$ cat config.mk
export PLATFORM = sky130hd
export DESIGN_NAME = wb_trace_streamer_flat
export DESIGN_NICKNAME = d
export VERILOG_FILES = /design/src/rtl/wb_trace_streamer_pkg.sv /design/src/rtl/wb_trace_streamer_if.sv /design/src/rtl/wb_trace_streamer_sync_fifo.sv /design/src/rtl/wb_trace_streamer.sv /design/src/flat_wrapper.sv
export SDC_FILE = /design/constraint.sdc
export NUM_CORES = 1
export LEC_CHECK = 0
export CELL_PAD_IN_SITES_DETAIL_PLACEMENT = 1
export CELL_PAD_IN_SITES_GLOBAL_PLACEMENT = 2
export CORE_MARGIN = 2
export CORE_UTILIZATION = 30
export CTS_CLUSTER_DIAMETER = 200
export DETAILED_ROUTE_END_ITERATION = 7
export HOLD_SLACK_MARGIN = 0.12
export PLACE_DENSITY_LB_ADDON = 0.1
export SYNTH_ARGS = -nofsm -noshare
export SYNTH_HDL_FRONTEND = slang
export SYNTH_SLANG_ARGS = --single-unit
$ cat constraint.sdc
create_clock -name clk -period 9.1 [get_ports clk]
set_input_delay 0.91 -clock clk [delete_from_list [all_inputs] [get_ports clk]]
set_output_delay 0.91 -clock clk [all_outputs]
set_load 0.02 [all_outputs]
$ cat src/rtl/wb_trace_streamer_pkg.sv
// Shared types and constants for the writeback trace streamer.
package trace_pkg;

  // One captured register write, in FIFO storage order.
  typedef struct packed {
    logic [31:0] pc;
    logic [4:0]  rd;
    logic [31:0] data;
  } trace_entry_t;

  localparam logic [7:0] HDR_OK      = 8'hA5;
  localparam logic [7:0] HDR_LOSS    = 8'hA6;
  localparam int         FRAME_BYTES = 10;
  localparam int         FRAME_W     = 8 * FRAME_BYTES;
  localparam int         ENTRY_W     = $bits(trace_entry_t);

  typedef enum logic {
    IDLE = 1'b0,
    SEND = 1'b1
  } trace_state_e;

  // Lays out a frame with byte0 in the low byte: header, rd, pc (LE), data (LE).
  function automatic logic [FRAME_W-1:0] build_frame(input trace_entry_t e, input logic loss);
    logic [7:0] hdr;
    hdr = loss ? HDR_LOSS : HDR_OK;
    build_frame = {e.data, e.pc, 3'b000, e.rd, hdr};
  endfunction

endpackage

$ cat src/rtl/wb_trace_streamer_if.sv
// Bus bundles for the trace streamer: writeback tap in, byte stream out.

// Writeback tap; the core side drives it, the streamer observes it.
interface wb_trace_wb_if;
  logic        wb_we;
  logic [4:0]  wb_rd;
  logic [31:0] wb_data;
  logic [31:0] wb_pc;

  modport master (output wb_we, wb_rd, wb_data, wb_pc);
  modport slave  (input  wb_we, wb_rd, wb_data, wb_pc);
endinterface

// Byte-wide valid/ready stream; the streamer is the master.
interface wb_trace_tx_if;
  logic [7:0] tx_data;
  logic       tx_valid;
  logic       tx_ready;

  modport master (output tx_data, tx_valid, input  tx_ready);
  modport slave  (input  tx_data, tx_valid, output tx_ready);
endinterface

$ cat src/rtl/wb_trace_streamer_sync_fifo.sv
// Single-clock FIFO with registered full/empty flags. A push into a full
// FIFO is accepted when a pop happens in the same cycle.
module sync_fifo #(
  parameter int WIDTH = 8,
  parameter int DEPTH = 8
) (
  input  logic                       clk,
  input  logic                       rst_n,
  input  logic                       push,
  input  logic                       pop,
  input  logic [WIDTH-1:0]           wr_data,
  output logic [WIDTH-1:0]           rd_data,
  output logic                       full,
  output logic                       empty,
  output logic [$clog2(DEPTH):0]     count
);
  localparam int            AW       = $clog2(DEPTH);
  localparam logic [AW-1:0] PTR_ONE  = AW'(1'b1);
  localparam logic [AW:0]   CNT_ONE  = (AW+1)'(1'b1);
  localparam logic [AW:0]   CNT_ZERO = {(AW+1){1'b0}};
  localparam logic [AW:0]   CNT_FULL = (AW+1)'(DEPTH);

  logic [WIDTH-1:0] mem_r [DEPTH];
  logic [AW-1:0]    wr_ptr_r;
  logic [AW-1:0]    rd_ptr_r;
  logic [AW:0]      count_r;
  logic             full_r;
  logic             empty_r;
  logic             do_push_s;
  logic             do_pop_s;
  logic [AW:0]      count_next_s;

  // Qualify requests against the flags and work out the next occupancy.
  always_comb begin
    do_pop_s  = pop && !empty_r;
    do_push_s = push && (!full_r || do_pop_s);
    if (do_push_s && !do_pop_s) begin
      count_next_s = count_r + CNT_ONE;
    end else if (do_pop_s && !do_push_s) begin
      count_next_s = count_r - CNT_ONE;
    end else begin
      count_next_s = count_r;
    end
  end

  // Pointers, occupancy and the registered flags.
  always_ff @(posedge clk or negedge rst_n) begin
    if (!rst_n) begin
      wr_ptr_r <= {AW{1'b0}};
      rd_ptr_r <= {AW{1'b0}};
      count_r  <= CNT_ZERO;
      full_r   <= 1'b0;
      empty_r  <= 1'b1;
    end else begin
      if (do_push_s) begin
        wr_ptr_r <= wr_ptr_r + PTR_ONE;
      end
      if (do_pop_s) begin
        rd_ptr_r <= rd_ptr_r + PTR_ONE;
      end
      count_r <= count_next_s;
      full_r  <= (count_next_s == CNT_FULL);
      empty_r <= (count_next_s == CNT_ZERO);
    end
  end

  // Storage array; contents are only meaningful between the pointers, so no reset.
  always_ff @(posedge clk) begin
    if (do_push_s) begin
      mem_r[wr_ptr_r] <= wr_data;
    end
  end

  assign rd_data = mem_r[rd_ptr_r];
  assign full    = full_r;
  assign empty   = empty_r;
  assign count   = count_r;

endmodule

$ cat src/rtl/wb_trace_streamer.sv
// Writeback trace streamer: captures retiring register writes into a FIFO and
// serialises each one as a 10-byte frame on a byte-wide valid/ready port.
module wb_trace_streamer
  import trace_pkg::*;
#(
  parameter int DEPTH = 8,
  parameter int CNT_W = 16
) (
  input  logic             clk,
  input  logic             rst_n,
  input  logic             trace_en,
  wb_trace_wb_if.slave     wb,
  wb_trace_tx_if.master    tx,
  output logic [CNT_W-1:0] drop_cnt,
  output logic             busy
);
  localparam int            CW        = $clog2(DEPTH) + 1;
  localparam logic [CW-1:0] ONE_ENTRY = CW'(1'b1);
  localparam logic [3:0]    LAST_IDX  = 4'(FRAME_BYTES - 1);
  localparam logic [CNT_W-1:0] CNT_INC = CNT_W'(1'b1);

  trace_state_e       state_r, state_next_s;
  logic [FRAME_W-1:0] frame_r, frame_next_s;
  logic [3:0]         byte_idx_r, idx_next_s, idx_inc_s;
  logic [7:0]         tx_data_r, tx_data_next_s;
  logic               tx_valid_r, tx_valid_next_s;
  logic               loss_r, loss_next_s;
  logic [CNT_W-1:0]   drop_cnt_r, drop_cnt_next_s;
  logic               busy_r, busy_next_s;

  logic               event_s;
  logic               drop_s;
  logic               fifo_push_s;
  logic               fifo_pop_s;
  logic               fifo_full_s;
  logic               fifo_empty_s;
  logic [CW-1:0]      fifo_count_s;
  trace_entry_t       entry_in_s;
  trace_entry_t       fifo_head_s;
  logic [ENTRY_W-1:0] fifo_rd_data_s;

  sync_fifo #(
    .WIDTH (ENTRY_W),
    .DEPTH (DEPTH)
  ) u_fifo (
    .clk     (clk),
    .rst_n   (rst_n),
    .push    (fifo_push_s),
    .pop     (fifo_pop_s),
    .wr_data (entry_in_s),
    .rd_data (fifo_rd_data_s),
    .full    (fifo_full_s),
    .empty   (fifo_empty_s),
    .count   (fifo_count_s)
  );

  assign fifo_head_s = trace_entry_t'(fifo_rd_data_s);

  // Capture qualification; a full FIFO only loses the event if nothing pops this cycle.
  always_comb begin
    event_s          = trace_en && wb.wb_we && (wb.wb_rd != 5'd0);
    drop_s           = event_s && fifo_full_s && !fifo_pop_s;
    fifo_push_s      = event_s && !drop_s;
    entry_in_s.pc    = wb.wb_pc;
    entry_in_s.rd    = wb.wb_rd;
    entry_in_s.data  = wb.wb_data;
  end

  // Serialiser next-state: pops frames and advances the registered output byte.
  always_comb begin
    state_next_s    = state_r;
    frame_next_s    = frame_r;
    idx_next_s      = byte_idx_r;
    tx_valid_next_s = tx_valid_r;
    tx_data_next_s  = tx_data_r;
    fifo_pop_s      = 1'b0;
    idx_inc_s       = byte_idx_r + 4'd1;
    case (state_r)
      IDLE: begin
        tx_valid_next_s = 1'b0;
        if (!fifo_empty_s) begin
          fifo_pop_s   = 1'b1;
          frame_next_s = build_frame(fifo_head_s, loss_r);
          idx_next_s   = 4'd0;
          state_next_s = SEND;
        end else begin
          state_next_s = IDLE;
        end
      end
      SEND: begin
        if (!tx_valid_r) begin
          // Frame was just loaded from IDLE; present its header.
          tx_valid_next_s = 1'b1;
          tx_data_next_s  = frame_r[7:0];
        end else if (tx.tx_ready) begin
          if (byte_idx_r == LAST_IDX) begin
            if (!fifo_empty_s) begin
              // Chain straight into the next frame with no idle beat.
              fifo_pop_s     = 1'b1;
              frame_next_s   = build_frame(fifo_head_s, loss_r);
              idx_next_s     = 4'd0;
              tx_data_next_s = frame_next_s[7:0];
            end else begin
              state_next_s    = IDLE;
              tx_valid_next_s = 1'b0;
            end
          end else begin
            idx_next_s     = idx_inc_s;
            tx_data_next_s = 8'(frame_r >> {idx_inc_s, 3'b000});
          end
        end else begin
          // Stalled: hold the current byte.
          tx_data_next_s = tx_data_r;
        end
      end
      default: begin
        state_next_s    = IDLE;
        tx_valid_next_s = 1'b0;
      end
    endcase
  end

  // Loss flag, saturating drop counter and busy indication for the next cycle.
  always_comb begin
    if (drop_s) begin
      loss_next_s = 1'b1;
    end else if (fifo_pop_s) begin
      loss_next_s = 1'b0;
    end else begin
      loss_next_s = loss_r;
    end
    if (drop_s && (drop_cnt_r != {CNT_W{1'b1}})) begin
      drop_cnt_next_s = drop_cnt_r + CNT_INC;
    end else begin
      drop_cnt_next_s = drop_cnt_r;
    end
    busy_next_s = (state_next_s == SEND) || fifo_push_s ||
                  (fifo_pop_s ? (fifo_count_s > ONE_ENTRY) : !fifo_empty_s);
  end

  // State and output registers; reset abandons any frame in flight.
  always_ff @(posedge clk or negedge rst_n) begin
    if (!rst_n) begin
      state_r    <= IDLE;
      frame_r    <= {FRAME_W{1'b0}};
      byte_idx_r <= 4'd0;
      tx_valid_r <= 1'b0;
      tx_data_r  <= 8'h00;
      loss_r     <= 1'b0;
      drop_cnt_r <= {CNT_W{1'b0}};
      busy_r     <= 1'b0;
    end else begin
      state_r    <= state_next_s;
      frame_r    <= frame_next_s;
      byte_idx_r <= idx_next_s;
      tx_valid_r <= tx_valid_next_s;
      tx_data_r  <= tx_data_next_s;
      loss_r     <= loss_next_s;
      drop_cnt_r <= drop_cnt_next_s;
      busy_r     <= busy_next_s;
    end
  end

  assign tx.tx_data  = tx_data_r;
  assign tx.tx_valid = tx_valid_r;
  assign drop_cnt    = drop_cnt_r;
  assign busy        = busy_r;

endmodule

$ cat src/flat_wrapper.sv
// flat-port wrapper written by rule: the top's interface ports become plain ports
module wb_trace_streamer_flat import trace_pkg::*;
#(
  parameter int DEPTH = 8,
  parameter int CNT_W = 16
)
  (clk, rst_n, trace_en, drop_cnt, busy, wb_wb_we, wb_wb_rd, wb_wb_data, wb_wb_pc, tx_tx_data, tx_tx_valid, tx_tx_ready);
  wb_trace_wb_if wb_i ();
  wb_trace_tx_if tx_i ();
  input  logic clk;
  input  logic rst_n;
  input  logic trace_en;
  output logic [CNT_W-1:0] drop_cnt;
  output logic busy;
  input wire logic [$bits(wb_i.wb_we)-1:0] wb_wb_we;
  input wire logic [$bits(wb_i.wb_rd)-1:0] wb_wb_rd;
  input wire logic [$bits(wb_i.wb_data)-1:0] wb_wb_data;
  input wire logic [$bits(wb_i.wb_pc)-1:0] wb_wb_pc;
  output wire logic [$bits(tx_i.tx_data)-1:0] tx_tx_data;
  output wire logic [$bits(tx_i.tx_valid)-1:0] tx_tx_valid;
  input wire logic [$bits(tx_i.tx_ready)-1:0] tx_tx_ready;
  assign wb_i.wb_we = wb_wb_we;
  assign wb_i.wb_rd = wb_wb_rd;
  assign wb_i.wb_data = wb_wb_data;
  assign wb_i.wb_pc = wb_wb_pc;
  assign tx_tx_data = tx_i.tx_data;
  assign tx_tx_valid = tx_i.tx_valid;
  assign tx_i.tx_ready = tx_tx_ready;
  wb_trace_streamer #(.DEPTH(DEPTH), .CNT_W(CNT_W)) u_core (.clk(clk), .rst_n(rst_n), .trace_en(trace_en), .wb(wb_i), .tx(tx_i), .drop_cnt(drop_cnt), .busy(busy));
endmodule
==> impl_metrics.py <==
metrics = {
    "status": {
        "outcome": "finished, final reports clean",
    },
    "floorplan": {
        "rows": 108,
        "num_io_pins": 100,
        "fp.dieArea_um2": 89100,
        "horizontal_extent_of_the_die_um": 299,
        "initial_utilization_pct": 30.1,
        "design.core.area_um2": 86300,
        "die_h_um": 299,
    },
    "worst_setup_path": {
        "worst_path_largest_cell_delay_ps": 690,
        "critPathCaptureType": "register",
        "worstPathRequired_ps": 9330,
        "timing.critical_path.fanout_max": 34,
        "timing.critical_path.from_type": "input pin",
        "critical_path.most_common_cell": "buf_4",
        "data_arrival_critical_path_ps": 4210,
        "crit_chain": "clkdlybuf4s50_1 > or4_4 > o211ai_2 > a21oi_1 > nand2_1 > nor2_4 > buf_4 > buf_4",
        "timing_worst_setup_path_type": "input pin to register",
        "critical_path.slowest_cell": "clkdlybuf4s50_1",
    },
    "yosys": {
        "synth_sequential_area_ratio_pct": 74.9,
        "synth_area_um2": 26000,
        "synth_warnings": 0,
        "ys_async_sr_fraction_pct": 17.4,
        "ys_dominant_reg_cell": "edfxtp_1",
        "count_of_different_cell_masters_after_synthesis": 56,
        "synth.ff_latch_count": 668,
        "synth_area_per_cell_um2": 19.6,
        "syn_inst": 1329,
        "syn_nets": 1410,
        "synth_enable_flop_cells": 552,
    },
    "routing": {
        "drt_wl_total_um": 63100,
        "vias_per_cell": 4.67,
        "drt_iter0_drc": 514,
        "drtAntennaViolNets": 0,
        "drt_drc_violations_left": 0,
        "vias": 12500,
        "post_drt_wl_per_cell_um": 23.5,
        "drt-pass1-iter-count": 4,
    },
    "global_route": {
        "antenna_found_initial": 0,
        "grt_pass1_vias": 14300,
        "grt.busiest_layer": "met2",
        "grtUsageMet3_pct": 2.65,
        "track_usage_pct": 14.5,
        "gr-usage-met1_pct": 19.0,
        "grt_start_max_net_pins": 120,
        "grt_pass1_wl_um": 95900,
        "groute.layer.met2.usage_pct": 24.9,
        "overall_overflow_remaining_after_global_route": 0,
    },
    "pwr": {
        "peak_vdd_ir_mv": 0.148,
        "p_per_area_nw_per_um2": 292,
        "p_leak_nw": 10.1,
    },
    "min_path": {
        "hp-class": "input pin to async pin",
    },
    "sta": {
        "fmaxAchievable_mhz": 252,
        "timing.max_slew.rel_slack_pct": 24.9,
        "period_needed_ps": 3970,
        "rsz0062_at_grt": "no",
        "finClkSkew_ps": 22.4,
        "tns_ps": 0,
        "setup_viol": 0,
        "final_hold_viol_count": 0,
        "post-route-period-util_pct": 43.7,
        "maxSlewViolCount": 0,
        "tightest_slew_ps": 1130,
    },
    "clocking": {
        "cts_hold_repair.buffers": 0,
        "worst_skew_pair.late_latency_ps": 620,
        "numCtsBuffers": 78,
        "clockRootBuffer": "clkbuf_16",
        "maximum_level_of_the_cts_h_tree": 3,
        "post_cts_buffers": 0,
        "clk_pin_slew_worst_paths_ps": 60,
        "clockBufferDepth": 3,
        "tritoncts": "yes",
        "cts.sinks": 668,
        "post_cts_resize_count": 0,
    },
    "finish": {
        "antenna_cells": 0,
        "layout-drive-gt1-share_pct": 21.2,
        "p_r_area_growth_vs_syn_pct": 19.1,
        "post-route-cell-area_um2": 31000,
        "nets": 1546,
        "final_common_cell": "edfxtp_1",
        "layout.cells.most_common_list": "552 x edfxtp_1, 148 x mux4_2, 111 x dfrtp_1, 101 x nand2_1, 98 x clkdlybuf4s50_1",
    },
    "place": {
        "placement.io_buffers": 99,
        "finalWeightedCongestion": 0.710,
        "dpl_cell_area_um2": 28400,
        "dp_hpwl_um": 37000,
    },
    "run": {
        "maxCapViolations": 0,
    },
}
==> registers in the layout (all words and copies together) (netlist names), 3 cells and up <==
register and flops:
u_core.byte_idx_r 4, u_core.drop_cnt 16, u_core.frame_r 72, u_core.tx.tx_data 8
u_core.u_fifo.count 4, u_core.u_fifo.mem_r 552, u_core.u_fifo.rd_ptr_r 3, u_core.u_fifo.wr_ptr_r 3
==> worst paths after layout <==
kind / from / to / slack [ps] / cells after the start
min reg2reg: u_core.frame_r[71] / u_core.frame_r[71] / 480 / 2
max reg2reg: u_core.byte_idx_r[1] / u_core.u_fifo.mem_r[7][62] / 5250 / 9
max in group asynchronous: rst_n / u_core.u_fifo.rd_ptr_r[0] / 7490 / 2
min: rst_n / u_core.frame_r[69] / 270 / 1
min in group clk: u_core.frame_r[71] / u_core.frame_r[71] / 480 / 2
max: wb_wb_rd[3] / u_core.u_fifo.mem_r[7][62] / 5130 / 8
==> worst max-delay path: cells and delay by family <==
| family | cells | cell delay (ps) |
|---|---|---|
| buf+inv | 3 | 1820 |
| compound gates | 2 | 550 |
| simple gates | 3 | 840 |
==> cells by family (layout without fill, tap and decap cells) <==
family,count (synthesis),after routing,synth area share (%)
DFF,668,668,74.9
muxes,239,239,16.3
and+or+nand+nor,178,178,3.19
AOI/OAI and AO/OA,137,137,3.26
buffers and inverters,78,276,1.27
xor gates and xnor gates,22,22,0.740
adders and majority gates,7,7,0.337
==> metrics by stage <==
stage               power [mW]  hold WS, ps  worst slack [ps]  std cells  util (%)
finish                    9.05          270              5130       2682      35.9
global route              9.54          274              4950       2682      35.9
CTS                       9.29          260              5090       2682      35.9
detailed placement        6.12          465              4440       2540      32.9
global placement          6.09          460              4530       2540      32.9
floorplan                 5.32          444               331       1329         -
==> area by class of cell <==
type / count / area, um2
clock buffer: 97 / 2070
clock inverter: 45 / 469
fill: 8411 / 55400
inverter: 8 / 30.0
multi-input combinational: 583 / 6270
sequential: 668 / 19500
tap: 1155 / 1450
timing repair buffer: 126 / 1210
==> routing by layer <==
layer | vias to the layer above | wire [um]
li1 | 5626 | -
met1 | 6663 | 28000
met2 | 165 | 31900
met3 | 83 | 1820
met4 | 0 | 1380
met5 | - | 0
==> where the power goes <==
| group | internal (mW) | switching, mW | leakage [nW] | total [mW] |
|---|---|---|---|---|
| logic | 0.930 | 1.07 | 2.36 | 2.00 |
| clock network | 1.87 | 1.24 | 1.25 | 3.11 |
| registers | 3.67 | 0.260 | 6.47 | 3.93 |
| total | 6.48 | 2.57 | 10.1 | 9.05 |
==> synthesized netlist by cell type, drive strengths merged, types with 11 or more instances <==
library cell / n / area (um2)
nor2: 18 / 67.6
edfxtp: 552 / 16600
a211oi: 11 / 97.6
a21oi: 14 / 73.8
nand3: 16 / 80.1
o21ai: 82 / 410
buf: 39 / 185
mux2i: 84 / 841
dfrtp: 115 / 2880
xnor2: 18 / 158
mux4: 148 / 3330
nand2: 101 / 379
clkbuf: 31 / 116
Power figures use the tool's default switching activity.
